==> src/rtl/pipe_pkg.sv <==
// pipe_pkg: shared stage record, constants and parameter checks for the hazard unit.
package pipe_pkg;

    localparam int DEF_REG_ADDR_W = 5;
    localparam int DEF_DEPTH      = 3;
    localparam int REG_ADDR_MAX   = 8;
    localparam int FWD_REGFILE    = 0;

    // Register fields are stored at the widest supported width so one record type serves every REG_ADDR_W.
    typedef struct packed {
        logic                    valid;
        logic [REG_ADDR_MAX-1:0] waddr;
        logic                    reg_write;
        logic                    is_load;
        logic [REG_ADDR_MAX-1:0] rs;
        logic [REG_ADDR_MAX-1:0] rt;
        logic                    uses_rs;
        logic                    uses_rt;
    } stage_t;

    function automatic bit params_legal(int addr_w, int depth, int load_ready);
        return addr_w >= 1 && addr_w <= REG_ADDR_MAX && depth >= 2 && depth <= 8 &&
               load_ready >= 2 && load_ready <= depth;
    endfunction

endpackage

==> src/rtl/pipe_hazard_unit_fwd_select.sv <==
// fwd_select: per-operand match against older entries, youngest producer wins.
module fwd_select
    import pipe_pkg::*;
#(
    parameter int DEPTH = DEF_DEPTH,
    parameter int FWD_W = $clog2(DEPTH)
) (
    input  logic                                ex_valid,
    input  logic                                uses,
    input  logic [REG_ADDR_MAX-1:0]             src,
    input  logic [DEPTH-1:1]                    eff_wr,
    input  logic [DEPTH-1:1][REG_ADDR_MAX-1:0]  waddr,
    output logic [FWD_W-1:0]                    sel
);

    always_comb begin
        sel = FWD_W'(FWD_REGFILE);
        for (int k = DEPTH; k >= 2; k--)
            if (ex_valid && uses && eff_wr[k-1] && waddr[k-1] == src) sel = FWD_W'(k - 1);
    end

endmodule

==> src/rtl/pipe_hazard_unit.sv <==
// pipe_hazard_unit: scoreboard of in-flight instructions driving stalls, flushes,
// EX forwarding selects and saturating stall/flush counters.
module pipe_hazard_unit
    import pipe_pkg::*;
#(
    parameter int REG_ADDR_W       = DEF_REG_ADDR_W,
    parameter int DEPTH            = DEF_DEPTH,
    parameter int LOAD_READY_STAGE = 3,
    parameter int CNT_W            = 16,
    parameter int FWD_W            = $clog2(DEPTH)
) (
    input  logic                  clk,
    input  logic                  arst_n,
    input  logic                  enable,
    input  logic                  id_valid,
    input  logic [REG_ADDR_W-1:0] id_rs,
    input  logic [REG_ADDR_W-1:0] id_rt,
    input  logic                  id_uses_rs,
    input  logic                  id_uses_rt,
    input  logic [REG_ADDR_W-1:0] id_waddr,
    input  logic                  id_reg_write,
    input  logic                  id_mem_read,
    input  logic                  redirect,
    output logic                  stall,
    output logic                  flush_ifid,
    output logic [FWD_W-1:0]      ex_fwd_sel_a,
    output logic [FWD_W-1:0]      ex_fwd_sel_b,
    output logic [DEPTH-1:0]      stage_valid,
    output logic [CNT_W-1:0]      stall_cnt,
    output logic [CNT_W-1:0]      flush_cnt
);

    generate
        if (!params_legal(REG_ADDR_W, DEPTH, LOAD_READY_STAGE)) begin : g_bad_params
            $error("pipe_hazard_unit: illegal REG_ADDR_W/DEPTH/LOAD_READY_STAGE");
        end
    endgenerate

    stage_t                               st [DEPTH];
    stage_t                               id_rec;
    logic [DEPTH-1:0]                     eff;
    logic [DEPTH-1:0][REG_ADDR_MAX-1:0]   waddr;
    logic                                 hazard;

    assign id_rec = '{valid: id_valid, waddr: REG_ADDR_MAX'(id_waddr), reg_write: id_reg_write,
                      is_load: id_mem_read, rs: REG_ADDR_MAX'(id_rs), rt: REG_ADDR_MAX'(id_rt),
                      uses_rs: id_uses_rs, uses_rt: id_uses_rt};

    // Entry k = i+1; a load there can still feed the ID instruction in time only if k+1 >= LOAD_READY_STAGE.
    always_comb begin
        hazard      = 1'b0;
        eff         = '0;
        waddr       = '0;
        stage_valid = '0;
        for (int i = 0; i < DEPTH; i++) begin
            eff[i]         = st[i].valid && st[i].reg_write && st[i].waddr != '0;
            waddr[i]       = st[i].waddr;
            stage_valid[i] = st[i].valid;
            if (eff[i] && st[i].is_load && i + 2 < LOAD_READY_STAGE &&
                ((id_uses_rs && st[i].waddr == id_rec.rs) || (id_uses_rt && st[i].waddr == id_rec.rt)))
                hazard = 1'b1;
        end
    end

    assign stall      = id_valid && !redirect && hazard;
    assign flush_ifid = redirect && st[0].valid;

    fwd_select #(.DEPTH(DEPTH), .FWD_W(FWD_W)) u_fwd_a (
        .ex_valid (st[0].valid),
        .uses     (st[0].uses_rs),
        .src      (st[0].rs),
        .eff_wr   (eff[DEPTH-1:1]),
        .waddr    (waddr[DEPTH-1:1]),
        .sel      (ex_fwd_sel_a)
    );

    fwd_select #(.DEPTH(DEPTH), .FWD_W(FWD_W)) u_fwd_b (
        .ex_valid (st[0].valid),
        .uses     (st[0].uses_rt),
        .src      (st[0].rt),
        .eff_wr   (eff[DEPTH-1:1]),
        .waddr    (waddr[DEPTH-1:1]),
        .sel      (ex_fwd_sel_b)
    );

    always_ff @(posedge clk or negedge arst_n) begin
        if (!arst_n) begin
            for (int i = 0; i < DEPTH; i++) st[i] <= '0;
            stall_cnt <= '0;
            flush_cnt <= '0;
        end else if (enable) begin
            st[0] <= (id_valid && !stall && !flush_ifid) ? id_rec : '0;
            for (int i = 1; i < DEPTH; i++) st[i] <= st[i-1];
            if (stall && stall_cnt != '1) stall_cnt <= stall_cnt + 1'b1;
            if (flush_ifid && flush_cnt != '1) flush_cnt <= flush_cnt + 1'b1;
        end
    end

endmodule

==> config.mk <==
export PLATFORM = sky130hd
export DESIGN_NAME = pipe_hazard_unit
export DESIGN_NICKNAME = d
export VERILOG_FILES = /design/src/rtl/pipe_pkg.sv /design/src/rtl/pipe_hazard_unit_fwd_select.sv /design/src/rtl/pipe_hazard_unit.sv
export SDC_FILE = /design/constraint.sdc
export NUM_CORES = 1
export LEC_CHECK = 0
export CAP_MARGIN = 40
export CORE_ASPECT_RATIO = 1.1
export CORE_MARGIN = 1
export CORE_UTILIZATION = 52
export CTS_CLUSTER_DIAMETER = 50
export DETAILED_ROUTE_END_ITERATION = 10
export DONT_BUFFER_PORTS = 1
export PLACE_DENSITY = 0.67
export SLEW_MARGIN = 20
export SYNTH_ARGS = -nofsm -noshare
export SYNTH_HDL_FRONTEND = slang
export SYNTH_HIERARCHICAL = 1
export SYNTH_SLANG_ARGS = --single-unit
==> constraint.sdc <==
create_clock -name clk -period 2.37 [get_ports clk]
set_input_delay 0.711 -clock clk [delete_from_list [all_inputs] [get_ports clk]]
set_output_delay 0.711 -clock clk [all_outputs]
set_load 0.05 [all_outputs]
After elaboration in Yosys (flattened, before gate mapping)
Cells that the tools add are included.
{ "op_classes": {"addsub": 2, "n_eq_ne": 8, "mux": 6, "reduce_logical": 36} }
{ "ops": {"columns": ["operator", "count"], "rows": [
  ["$add A16 B1 Y16 const B", 2],
  ["$eq A8 B8 Y1", 4],
  ["$ne A16 B16 Y1 const B", 2],
  ["$mux W29", 1],
  ["$logic_and A1 B1 Y1", 27],
  ["$reduce_bool A8 Y1", 3],
  ["$eq A8 B5 Y1", 2],
  ["$mux W2", 4],
  ["$reduce_and A2 Y1", 2],
  ["$logic_not A1 Y1", 3],
  ["$logic_or A1 B1 Y1", 1],
  ["$mux W1", 1]
]} }
{ "totals": {"register_bits": 81, "word_cells": 68} }

Logic depth before layout (Yosys ltp)
{ "logic_depth": {"word_depth": 10, "depth_mapped": 7, "ltp_nobuf": 7} }

By module
Netlist, hierarchy kept.
{ "modules_own_cells": {"columns": ["mod", "n_inst", "cells_each", "area_each_um2", "seq_area_each_um2"], "rows": [
  ["pipe_hazard_unit", 1, 242, 2967.8, 1651.6],
  ["fwd_select", 2, 24, 197.7, 0.0]
]} }

Least setup slack after synthesis
No wires, ideal clock.
{ "synth_path": {"kind": "reg-to-output", "startpoint": "reg st[50] in the netlist's numbering", "endpoint": "out ex_fwd_sel_a[1]", "t_arrival_ns": 2.289, "required_time_ns": 1.659, "path_slack_ns": -0.630, "stages_incl_launch_ff": 6, "cell_sequence": "dfrtp_1 > or3_1 > o311a_1 > nand4_1 > nor3_1 > nor3_2"} }
{ "synth_via": {"elab_chain_len": 5} }
{ "synth_rtl": {"columns": ["element", "line_no", "text"], "rows": [
  ["from (decl)", "pipe_hazard_unit.sv:39", "stage_t st [DEPTH];"],
  ["$reduce_bool A8 Y1", "pipe_hazard_unit.sv:56", "eff[i] = st[i].valid && st[i].reg_write && st[i].waddr != '0;"],
  ["$logic_and A1 B1 Y1", "pipe_hazard_unit.sv:56", null],
  ["via eff[1]", "pipe_hazard_unit.sv:41", "logic [DEPTH-1:0] eff;"],
  ["$logic_and A1 B1 Y1 (2 in a row)", "pipe_hazard_unit_fwd_select.sv:19", "if (ex_valid && uses && eff_wr[k-1] && waddr[k-1] == src) sel = FWD_W'(k - 1);"],
  ["$mux W2", "pipe_hazard_unit_fwd_select.sv:19", null],
  ["to (decl)", "pipe_hazard_unit.sv:26", "output logic [FWD_W-1:0] ex_fwd_sel_a,"]
]} }
The timed path passes the listed nets, and every way through them passes these cells.

Worst setup path in the final report
{ "layout_path": {"startpoint": "reg st[50] in the netlist's numbering", "endpoint": "out ex_fwd_sel_b[1]"} }
{ "layout_via": {"elab_chain_len": 5} }
{ "layout_rtl": {"columns": ["element", "line_no", "text"], "rows": [
  ["$reduce_bool A8 Y1", "pipe_hazard_unit.sv:56", null],
  ["$logic_and A1 B1 Y1", "pipe_hazard_unit.sv:56", null],
  ["via eff[1]", "pipe_hazard_unit.sv:41", null],
  ["$logic_and A1 B1 Y1 (2 in a row)", "pipe_hazard_unit_fwd_select.sv:19", null],
  ["$mux W2", "pipe_hazard_unit_fwd_select.sv:19", null],
  ["to (decl)", "pipe_hazard_unit.sv:27", "output logic [FWD_W-1:0] ex_fwd_sel_b,"]
]} }
The timed path passes the listed nets, and every way through them passes these cells.

==> flow_metrics.env <==
export IMPL_clock_latency_ns=0.33
export IMPL_netlist_top_cells_area="dfrtp_1, xnor2_1, xor2_1, mux2_2, a22o_1"
export IMPL_grt_setup_unrepaired="yes"
export IMPL_hold_viol_final=0
export IMPL_cts_root_buf="clkbuf_8"
export IMPL_fp_dieW_um=78.7
export IMPL_drv_cap=0
export IMPL_critical_path_buf_inv_count=1
export IMPL_area_growth_syn_to_layout_pct=24.1
export IMPL_fmax_mhz=389
export IMPL_cts_buffer_depth=2
export IMPL_period_share_pct=108
export IMPL_synth_seq_cells=66
export IMPL_regArea_um2=1660
export IMPL_hold_path_class="input pin to asynchronous set/reset pin"
export IMPL_switching_share_pct=29.9
export IMPL_nNetsFinal=394
export IMPL_grt_pass1_vias=2439
export IMPL_portBuffers=0
export IMPL_design_die_area_um2=6790
export IMPL_critical_path_class="flip-flop to output port"
export IMPL_worstMarginPinSlew_ns=0.670
export IMPL_cts_sinks=66
export IMPL_critPathRequiredTime_ns=1.66
export IMPL_vdd_drop_max_v=0.000560
export IMPL_cellPowerDensity_nw_per_um2=644
export IMPL_wirelength_um=7050
export IMPL_clk_pin_slew_ns=0.07
export IMPL_clkPwrFrac_pct=30.0
export IMPL_critical_path_max_fanout=2
export IMPL_drive_gt1_share_pct=29.0
export IMPL_antenna_found_initial=0
export IMPL_gr_total_overflow=0
export IMPL_drcViolationCount=0
export IMPL_dp_hpwl_um=5300
export IMPL_dr_pass1_iters=4
export IMPL_layout_cells_non_filler=452
export IMPL_leakage_nw=1.98
export IMPL_seqPwrFrac_pct=48.5
export IMPL_wl_per_cell_um=15.6
export IMPL_synthesis_instances=290
export IMPL_syn_area_per_cell_um2=11.6
export IMPL_multi_input_area_um2=1770
export IMPL_cpPeakStageDelay_ns=0.37
export IMPL_skew_ns=0.00822
export IMPL_crit_top_cell="nor3_4"
export IMPL_cp_top_family="simple AND/OR/NAND/NOR gates"
export IMPL_io_pins=65
export IMPL_globalplace_congestion=0.802
export IMPL_initial_core_util_pct=54.3
export IMPL_n_fill_cell=490
export IMPL_slew_viol_final=0
export IMPL_cp_slowest_cell="dfrtp_1"
export IMPL_violations="negative setup slack"
export IMPL_placedCellCount=432
export IMPL_fin_util_pct=67.4
export IMPL_layout_setup_ws_ns=-0.198
export IMPL_synthDistinctLibCells=40
export IMPL_htreeDepth=3
export IMPL_setup_viol_count_final=5
export IMPL_numCtsBuffers=9
export IMPL_grt_usage_pct=22.0
export IMPL_crit_path_end_kind="output port"
export IMPL_timing_hold_ws_ns=0.0709
export IMPL_cts_tree="built"
export IMPL_max_slew_margin_rel_pct=55.2
export IMPL_synth_yosys_seq_area_share_pct=49.1
export IMPL_worstSetupStartpointType="flip-flop"
export IMPL_grt_first_pass_wirelength_um=11300
export IMPL_synth_area_leader_cell="dfrtp_1"
export IMPL_vias=2394
export IMPL_period_minus_slack_ns=2.57
export IMPL_grt_max_degree=67
export IMPL_switchingPower_mw=0.804
export IMPL_ant_nets=0
export IMPL_n_antenna_cell=0
export IMPL_status="finished, violations left"
export IMPL_die_h_um=86.3
export IMPL_p_int_mw=1.88
export IMPL_synth_top_cell_area_share_pct=49.1
export IMPL_ys_warn_count=6
export IMPL_drtIter0Drc=78
export IMPL_core_rowCount=30
export IMPL_arrival_ns=1.86
export IMPL_via_per_inst=5.30
export IMPL_crit_path_cell_trace="or3_1 > o311a_1 > nand4_1 > nor3_4 > nor3_4 > buf_12"
export IMPL_combPwrFrac_pct=21.5
export IMPL_synthesis_area_um2=3360
export IMPL_core_um2=6190
[worst register-to-register path: stages (launching register included)]
cell and delay [ns]:
dfrtp_1 0.39, buf_4 0.17, xnor2_2 0.17, nand4_1 0.11, o22ai_2 0.28, buf_4 0.16
buf_4 0.09, o211ai_2 0.27, buf_4 0.26, nor2_1 0.14, xor2_1 0.17
[power groups by stage]
stage,clock [mW],sequential [mW],combinational [mW]
2_1_floorplan,0,1.44,0.305
3_3_place_gp,0,1.32,0.558
3_5_place_dp,0,1.32,0.565
4_1_cts,0.826,1.30,0.572
5_1_grt,0.874,1.31,0.626
6_report,0.807,1.30,0.579
[metrics by stage]
step | worst slack (ns) | instance area (µm²) | TNS [ns] | power (mW)
after floorplan | -0.163 | 3480 | -0.246 | 1.75
after global placement | 0.0510 | 3920 | 0 | 1.88
after detailed placement | 0.0359 | 3920 | 0 | 1.89
after CTS | -0.214 | 4130 | -0.739 | 2.70
after global routing | -0.295 | 4170 | -1.24 | 2.81
final | -0.198 | 4170 | -0.697 | 2.69
[registers in the layout (all words and copies together), names as in the netlist]
name and cells:
st 31, flush_cnt 16, stall_cnt 16, stage_valid 3
[cell usage after synthesis]
master / instances
or3_1: 3
nor4b_4: 1
and4b_1: 1
nand3_1: 15
buf_2: 1
xor2_1: 24
or2_2: 1
a22o_1: 19
nor4_2: 4
buf_1: 1
a21o_1: 1
nor3b_1: 1
buf_6: 3
nor3_2: 2
mux2_1: 2
o211ai_2: 1
a21oi_2: 1
nor3_1: 10
buf_4: 3
xnor2_1: 46
dfrtp_1: 66
inv_1: 7
o22ai_2: 1
nor2_1: 9
ha_1: 2
or3_4: 1
nand4_1: 17
a21oi_1: 2
nand2b_2: 1
conb_1: 1
o311a_1: 2
and2_1: 1
o21ai_1: 1
nand2_1: 12
mux2_2: 15
and3_1: 2
clkbuf_1: 2
or4_1: 1
nand2b_1: 1
nor4_1: 6
[routing by layer]
layer | vias to the layer above | wire length, µm | GRT usage (%)
li1 | 1164 | - | -
met1 | 1169 | 2760 | 24.4
met2 | 52 | 3810 | 39.8
met3 | 9 | 386 | 6.00
met4 | 0 | 100 | 8.92
met5 | - | 0 | 0
[layout make-up]
type	instances	share of cell area (%)
clock inverters	3	0.360
clock buffers	12	3.72
repair buffers	54	10.8
well taps	80	2.40
inverters	7	0.630
multi-input cells	230	42.4
flip-flops and latches	66	39.7
[logic make-up after synthesis]
family                     count (synthesis)  synth area share [%]
and+or+nand+nor                           89                  16.0
xor gates and xnor gates                  70                  18.2
DFF                                       66                  49.1
AOI/OAI and AO/OA                         28                  7.22
muxes                                     17                  5.69
buffers and inverters                     17                  2.94
adders and majority gates                  2                 0.744
other                                      1                 0.112
[final timing paths]
kind                               start         endpoint  slack [ns]  depth (start not counted)
worst max-delay path              st[50]  ex_fwd_sel_b[1]       -0.20                          6
worst min-delay path              arst_n     stall_cnt[9]        0.07                          0
worst max register to register    st[79]     stall_cnt[3]        0.07                         10
worst min register to register    st[76]           st[76]        0.52                          1
max in group asynchronous         arst_n     stall_cnt[0]        2.18                          0
min in group clk                id_rs[3]           st[71]        0.51                          1
[what timing repair did]
item	CTS	global route
pin swaps	3	4
cloned	0	0
hold buffers	0	0
resized for setup	6	4
buffers inserted	2	3
endpoints found under the setup margin	5	5
[layout by cell type, fill, tap and decap left out, types with 2 or more instances in the layout]
| cell | netlist | final |
|---|---|---|
| buf_6 | 3 | 2 |
| buf_4 | 3 | 49 |
| a21oi_1 | 2 | 2 |
| nor4_1 | 6 | 5 |
| clkbuf_8 | 0 | 11 |
| xor2_1 | 24 | 24 |
| nor3_1 | 10 | 8 |
| nor2_1 | 9 | 8 |
| or3_1 | 3 | 3 |
| nand3_1 | 15 | 15 |
| conb_1 | 1 | 24 |
| xnor2_2 | 0 | 2 |
| nand2_1 | 12 | 12 |
| and3_1 | 2 | 2 |
| xnor2_1 | 46 | 44 |
| clkinv_2 | 0 | 3 |
| a22o_1 | 19 | 19 |
| dfrtp_1 | 66 | 63 |
| dfrtp_2 | 0 | 3 |
| mux2_1 | 2 | 2 |
| nand4_1 | 17 | 17 |
| o311a_1 | 2 | 2 |
| nor3_4 | 0 | 3 |
| buf_12 | 0 | 3 |
| inv_1 | 7 | 7 |
| ha_1 | 2 | 2 |
| mux2_2 | 15 | 15 |
| nor4_2 | 4 | 5 |
(Power assumes the default switching activity.)
